===== config.mk =====
export PLATFORM = sky130hd
export DESIGN_NAME = hs_tx_source
export DESIGN_NICKNAME = d
export VERILOG_FILES = /design/src/rtl/hs_tx_pkg.sv /design/src/rtl/hs_tx_fifo.sv /design/src/rtl/hs_tx_source.sv
export SDC_FILE = /design/constraint.sdc
export NUM_CORES = 1
export LEC_CHECK = 0
export BUFFER_PORTS_ARGS = -buffer_cell sky130_fd_sc_hd__buf_4
export CORE_MARGIN = 8
export CORE_UTILIZATION = 45
export DETAILED_ROUTE_END_ITERATION = 8
export HOLD_SLACK_MARGIN = 0.03
export PLACE_DENSITY = 0.78
export SYNTH_ARGS = -nofsm -noshare
export SYNTH_HDL_FRONTEND = slang
export SYNTH_SLANG_ARGS = --single-unit

===== constraint.sdc =====
create_clock -name clk -period 1.6 [get_ports clk]
set_clock_uncertainty 0.05 [all_clocks]
set_input_delay 0.08 -clock clk [delete_from_list [all_inputs] [get_ports clk]]
set_output_delay 0.08 -clock clk [all_outputs]
set_load 0.03 [all_outputs]

===== src/rtl/hs_tx_pkg.sv =====
`default_nettype none
// +--------------------------------------------------------------------------+
// | Package     : hs_tx_pkg                                                  |
// | Description : Shared types and default constants for the hs_tx_source    |
// |               valid/ready initiator and its FIFO.                        |
// |               - hs_tx_state_e : handshake FSM state (IDLE/ACTIVE)        |
// |               - c_data_w, c_depth, c_stall_max : parameter defaults      |
// | Revision    : 1.0  initial release                                       |
// +--------------------------------------------------------------------------+
package hs_tx_pkg;

   localparam int unsigned c_data_w    = 8;
   localparam int unsigned c_depth     = 4;
   localparam int unsigned c_stall_max = 16;

   // IDLE: nothing offered (valid=0). ACTIVE: a beat is offered (valid=1).
   typedef enum logic {
      IDLE   = 1'b0,
      ACTIVE = 1'b1
   } hs_tx_state_e;

endpackage : hs_tx_pkg
`default_nettype wire


===== src/rtl/hs_tx_fifo.sv =====
`default_nettype none
// +--------------------------------------------------------------------------+
// | Module      : hs_tx_fifo                                                 |
// | Description : Register-based FIFO feeding the hs_tx_source initiator.    |
// |               The head entry is read combinationally so it can drive     |
// |               the downstream data bus directly.                          |
// | Ports       : clk      in   clock, rising edge                           |
// |               rst_n    in   asynchronous active-low reset                |
// |               push     in   write wr_data (caller guarantees !full)      |
// |               pop      in   advance head  (caller guarantees level!=0)   |
// |               wr_data  in   DATA_W  entry to write                       |
// |               rd_data  out  DATA_W  current head entry                   |
// |               level    out  occupancy, 0..DEPTH                          |
// |               full     out  level == DEPTH                               |
// | Revision    : 1.0  initial release                                       |
// +--------------------------------------------------------------------------+
module hs_tx_fifo
   import hs_tx_pkg::*;
#(
   parameter int unsigned DATA_W = c_data_w,
   parameter int unsigned DEPTH  = c_depth
) (
   input  logic                       clk,
   input  logic                       rst_n,
   input  logic                       push,
   input  logic                       pop,
   input  logic [DATA_W-1:0]          wr_data,
   output logic [DATA_W-1:0]          rd_data,
   output logic [$clog2(DEPTH+1)-1:0] level,
   output logic                       full
);

   localparam int unsigned PTR_W = $clog2(DEPTH);
   localparam int unsigned LVL_W = $clog2(DEPTH + 1);

   logic [DATA_W-1:0] mem_q [DEPTH];
   logic [PTR_W-1:0]  wr_ptr_q, wr_ptr_d;
   logic [PTR_W-1:0]  rd_ptr_q, rd_ptr_d;
   logic [LVL_W-1:0]  level_q, level_d;

   // DEPTH is a power of two, so the natural roll-over of the pointer
   // width gives the DEPTH-1 -> 0 wrap without an explicit compare.
   always_comb begin
      wr_ptr_d = wr_ptr_q;
      rd_ptr_d = rd_ptr_q;
      level_d  = level_q;
      if (push) begin
         wr_ptr_d = wr_ptr_q + PTR_W'(1);
      end
      if (pop) begin
         rd_ptr_d = rd_ptr_q + PTR_W'(1);
      end
      // Simultaneous push and pop leave the occupancy unchanged.
      if (push && !pop) begin
         level_d = level_q + LVL_W'(1);
      end else if (!push && pop) begin
         level_d = level_q - LVL_W'(1);
      end
   end

   always_ff @(posedge clk or negedge rst_n) begin
      if (!rst_n) begin
         wr_ptr_q <= '0;
         rd_ptr_q <= '0;
         level_q  <= '0;
      end else begin
         wr_ptr_q <= wr_ptr_d;
         rd_ptr_q <= rd_ptr_d;
         level_q  <= level_d;
      end
   end

   // Storage is not reset: an entry is only visible once level covers it.
   always_ff @(posedge clk) begin
      if (push) begin
         mem_q[wr_ptr_q] <= wr_data;
      end
   end

   assign rd_data = mem_q[rd_ptr_q];
   assign level   = level_q;
   assign full    = (level_q == LVL_W'(DEPTH));

endmodule : hs_tx_fifo
`default_nettype wire


===== src/rtl/hs_tx_source.sv =====
`default_nettype none
// +--------------------------------------------------------------------------+
// | Module      : hs_tx_source                                               |
// | Description : Initiator side of a valid/ready handshake. A producer      |
// |               pushes beats into a small FIFO; the block offers the FIFO  |
// |               head downstream and holds valid/data until ready.          |
// | Ports       : clk        in   clock, rising edge                         |
// |               rst_n      in   asynchronous active-low reset              |
// |               tx_en      in   permit start of a new beat                 |
// |               wr_en      in   push wr_data (dropped while full)          |
// |               wr_data    in   DATA_W push data                           |
// |               full       out  FIFO holds DEPTH entries                   |
// |               level      out  FIFO occupancy                             |
// |               valid      out  beat offered downstream                    |
// |               ready      in   downstream accepts                         |
// |               data       out  DATA_W beat payload (FIFO head)            |
// |               stall_err  out  sticky stall watchdog flag                 |
// | Config      : HS_TX_STALL_WDOG_EN - builds the stall watchdog; when      |
// |               undefined stall_err is tied low. Ports are identical.      |
// | Revision    : 1.0  initial release                                       |
// +--------------------------------------------------------------------------+
module hs_tx_source
   import hs_tx_pkg::*;
#(
   parameter int unsigned DATA_W    = c_data_w,
   parameter int unsigned DEPTH     = c_depth,
   parameter int unsigned STALL_MAX = c_stall_max
) (
   input  logic                       clk,
   input  logic                       rst_n,
   input  logic                       tx_en,
   input  logic                       wr_en,
   input  logic [DATA_W-1:0]          wr_data,
   output logic                       full,
   output logic [$clog2(DEPTH+1)-1:0] level,
   output logic                       valid,
   input  logic                       ready,
   output logic [DATA_W-1:0]          data,
   output logic                       stall_err
);

   localparam int unsigned LVL_W = $clog2(DEPTH + 1);

   hs_tx_state_e state_q, state_d;
   logic         push;
   logic         pop;
   logic         more_after_pop;

   // full is the pre-pop view, so a write that coincides with a pop while
   // full is still dropped.
   assign push = wr_en && !full;
   assign pop  = valid && ready;

   hs_tx_fifo #(
      .DATA_W (DATA_W),
      .DEPTH  (DEPTH)
   ) u_fifo (
      .clk     (clk),
      .rst_n   (rst_n),
      .push    (push),
      .pop     (pop),
      .wr_data (wr_data),
      .rd_data (data),
      .level   (level),
      .full    (full)
   );

   // (level - 1 + push) != 0, written without the subtraction; only used
   // in ACTIVE where level >= 1.
   assign more_after_pop = (level > LVL_W'(1)) || push;

   always_comb begin
      state_d = state_q;
      case (state_q)
         IDLE: begin
            // Counting the same-cycle push gives a one-clock push-to-valid path.
            if (tx_en && ((level != '0) || push)) begin
               state_d = ACTIVE;
            end
         end
         ACTIVE: begin
            // An offered beat is never withdrawn; tx_en only gates the next one.
            if (ready) begin
               state_d = (tx_en && more_after_pop) ? ACTIVE : IDLE;
            end
         end
         default: state_d = IDLE;
      endcase
   end

   always_ff @(posedge clk or negedge rst_n) begin
      if (!rst_n) begin
         state_q <= IDLE;
      end else begin
         state_q <= state_d;
      end
   end

   assign valid = (state_q == ACTIVE);

`ifdef HS_TX_STALL_WDOG_EN
   localparam int unsigned CNT_W = $clog2(STALL_MAX + 1);

   logic [CNT_W-1:0] stall_cnt_q, stall_cnt_d;
   logic             stall_err_q, stall_err_d;

   // Counts consecutive offered-but-not-accepted cycles, saturating at
   // STALL_MAX; any handshake or idle cycle restarts it.
   always_comb begin
      stall_cnt_d = '0;
      if (valid && !ready) begin
         stall_cnt_d = (stall_cnt_q == CNT_W'(STALL_MAX)) ? stall_cnt_q
                                                          : stall_cnt_q + CNT_W'(1);
      end
      stall_err_d = stall_err_q || (stall_cnt_d == CNT_W'(STALL_MAX));
   end

   always_ff @(posedge clk or negedge rst_n) begin
      if (!rst_n) begin
         stall_cnt_q <= '0;
         stall_err_q <= 1'b0;
      end else begin
         stall_cnt_q <= stall_cnt_d;
         stall_err_q <= stall_err_d;
      end
   end

   assign stall_err = stall_err_q;
`else
   assign stall_err = 1'b0;
`endif

endmodule : hs_tx_source
`default_nettype wire


==> results.tsv <==
metric	value	unit
p_sw_frac	0.342	
n_antenna_cell	0	
die-area	0.00590	mm²
pre_cts_ws	0.0268	ns
max_freq	0.609	GHz
synth_area_per_cell	18.3	µm²
multiInputGateArea	502	µm²
pwr-share-comb	0.457	
initial_core_util	0.461	
p_leak	0.884	nW
drv_slew	0	
setup_slack	-0.0424	ns
h-tree-depth	2	
postRouteAntennaNets	0	
first_iter_violations	35	
hp-class	in -> reg	
dp_cells	165	
final_cell_mix	edfxtp_1, buf_4, dlygate4sd3_1, mux4_2, buf_6	
crit_type	reg -> out	
seq_power_share	0.362	
synth_top_area_frac	0.577	
antenna_found_initial	0	
dp_hpwl	1980	µm
register_area	0.00116	mm²
grt_pass1_vias	1009	
intPower	2.86	mW
fp-row-count	22	
areaGrowthSynthToFinish	36.0	%
critPathMaxFanout	8	
final_hold_viol_count	0	
critPathCaptureType	primary output	
clock_sinks	40	
wl_per_cell	14.6	µm
yosysTopAreaCell	edfxtp_1	
ys_ff_latch	40	
grt_util_all_layers	0.104	
power-per-cell-area	1920	mW/mm²
core-area	0.00361	mm²
pwr-share-clk	0.181	
netSwitchingPower	1.49	mW
avgViaCountPerCell	4.74	
instances_no_fill	190	
final_nets	163	
tritoncts	done	
ys_seq_area_frac	0.698	
port_buffers	25	
synth_area_leaders	edfxtp_1, dfrtp_1, mux4_2	
cts_max_path_buffers	2	
arrival	1.51	ns
yosysWarnings	0	
finalSetupViolations	8	
fillers	259	
drv_cap	0	
cp.required	1.47	ns
synth_area	0.00166	mm²
wirelength	2770	µm
finalCriticalPeriod	1.64	ns
peakVddDrop	1.04	mV
clk_latency	0.29	ns
layout-drive-gt1-share	0.430	
status	complete, but fails checks	
overflow	0	
min_period_over_period	1.03	
vias	901	
pin_count	27	
ys_types	20	
synth_cells	91	
grt_pass1_wl	4760	µm
die_w	76.8	µm
final_common_cell	edfxtp_1	
violations	setup timing	
root_buffer	clkbuf_8	
grt_start_max_net_pins	13	
globalplace.congestion	0.680	
route.detailed.drc	0	
drtPass1Iterations	4	
rsz0062_at_grt	yes	
syn-num-nets	113	
cts_inserted_buffers	5	
start_kind	flip-flop	
die_h	76.8	µm
clk_pin_slew_worst_paths	0.07	ns
flip-flops by register name (all words and copies together), names as in the netlist:
signal	count
u_fifo.level	3
u_fifo.mem_q	32
u_fifo.rd_ptr_q	2
u_fifo.wr_ptr_q	2
valid	1
critical path: stages (launching register included):
cell	delay [ns]
dfrtp_1	0.39
buf_12	0.15
mux4_2	0.52
buf_6	0.16
synthesized netlist by cell type (all sizes together):
cell type  instances
mux2i              1
mux4               8
and2               5
conb               1
nand2b             1
a22o               1
buf                3
xnor2              4
ha                 9
o21ai              4
nand3              1
a21boi             1
nand2              3
xor2               2
dfrtp              8
inv                4
edfxtp            32
nor2               3
stage by stage:
step	util	hold WS (ns)	cell area, µm²	power [mW]	setup TNS (ns)
global placement	0.544	-0.144	1960	3.33	0
detailed placement	0.544	-0.144	1960	3.37	0
floorplan	-	-0.266	1690	2.77	-0.0849
CTS	0.615	0.0634	2220	4.31	-0.325
global route	0.628	0.0904	2260	4.60	-0.754
finish	0.628	0.0654	2260	4.35	-0.230
path summary, 6_finish.rpt:
| kind | slack, ns | end | depth (start not counted) | from |
|---|---|---|---|---|
| worst min-delay path | 0.07 | valid | 4 | wr_en |
| worst max register to register | 0.05 | u_fifo.level[2] | 7 | u_fifo.level[1] |
| max in group asynchronous | 1.26 | u_fifo.level[0] | 2 | rst_n |
| worst min register to register | 0.54 | u_fifo.level[2] | 1 | u_fifo.level[2] |
| min in group asynchronous | 0.09 | valid | 2 | rst_n |
| worst max-delay path | -0.04 | data[4] | 3 | u_fifo.rd_ptr_q[0] |
power groups by stage:
stage	Clock, mW	Sequential, mW	Combinational [mW]
global placement	0	1.59	1.74
finish	0.787	1.57	1.99
floorplan	0	1.64	1.13
global route	0.852	1.61	2.15
CTS	0.801	1.58	1.93
detailed placement	0	1.61	1.77
what timing repair did:
action                     CTS  global route
gates resized for setup      8             1
hold endpoints to repair    42             0
hold buffers                11             0
setup buffers                1             5
setup endpoints to repair    8             9
pin swaps                    0             4
kinds of logic (layout without fill, tap and decap cells):
group                      count (synthesis)  count (layout)  synth area share
muxes                                      9               9             0.114
buffers and inverters                      7              58            0.0233
other                                      1               1           0.00225
AOI/OAI and AO/OA                          6               6            0.0241
DFF                                       40              40             0.698
and+or+nand+nor                           13              13            0.0391
xor gates and xnor gates                   6               6            0.0316
adders and majority gates                  9               9            0.0677
per-layer routing:
metal	wire [µm]	share of wire	global-route usage	vias to the layer above
met5	0	0	0	-
met4	29	0.010	0.0404	0
met3	160	0.058	0.0524	5
met2	1430	0.52	0.172	24
met1	1150	0.41	0.109	439
li1	-	-	-	433
area by class of cell:
cell class | count | area share
sequential | 40 | 0.514
multi-input combinational | 44 | 0.222
clock inverter | 2 | 0.0155
inverter | 4 | 0.00663
tap | 48 | 0.0265
clock buffer | 6 | 0.0321
timing repair buffer | 46 | 0.184
No activity file was read; power rests on OpenSTA's default activity.
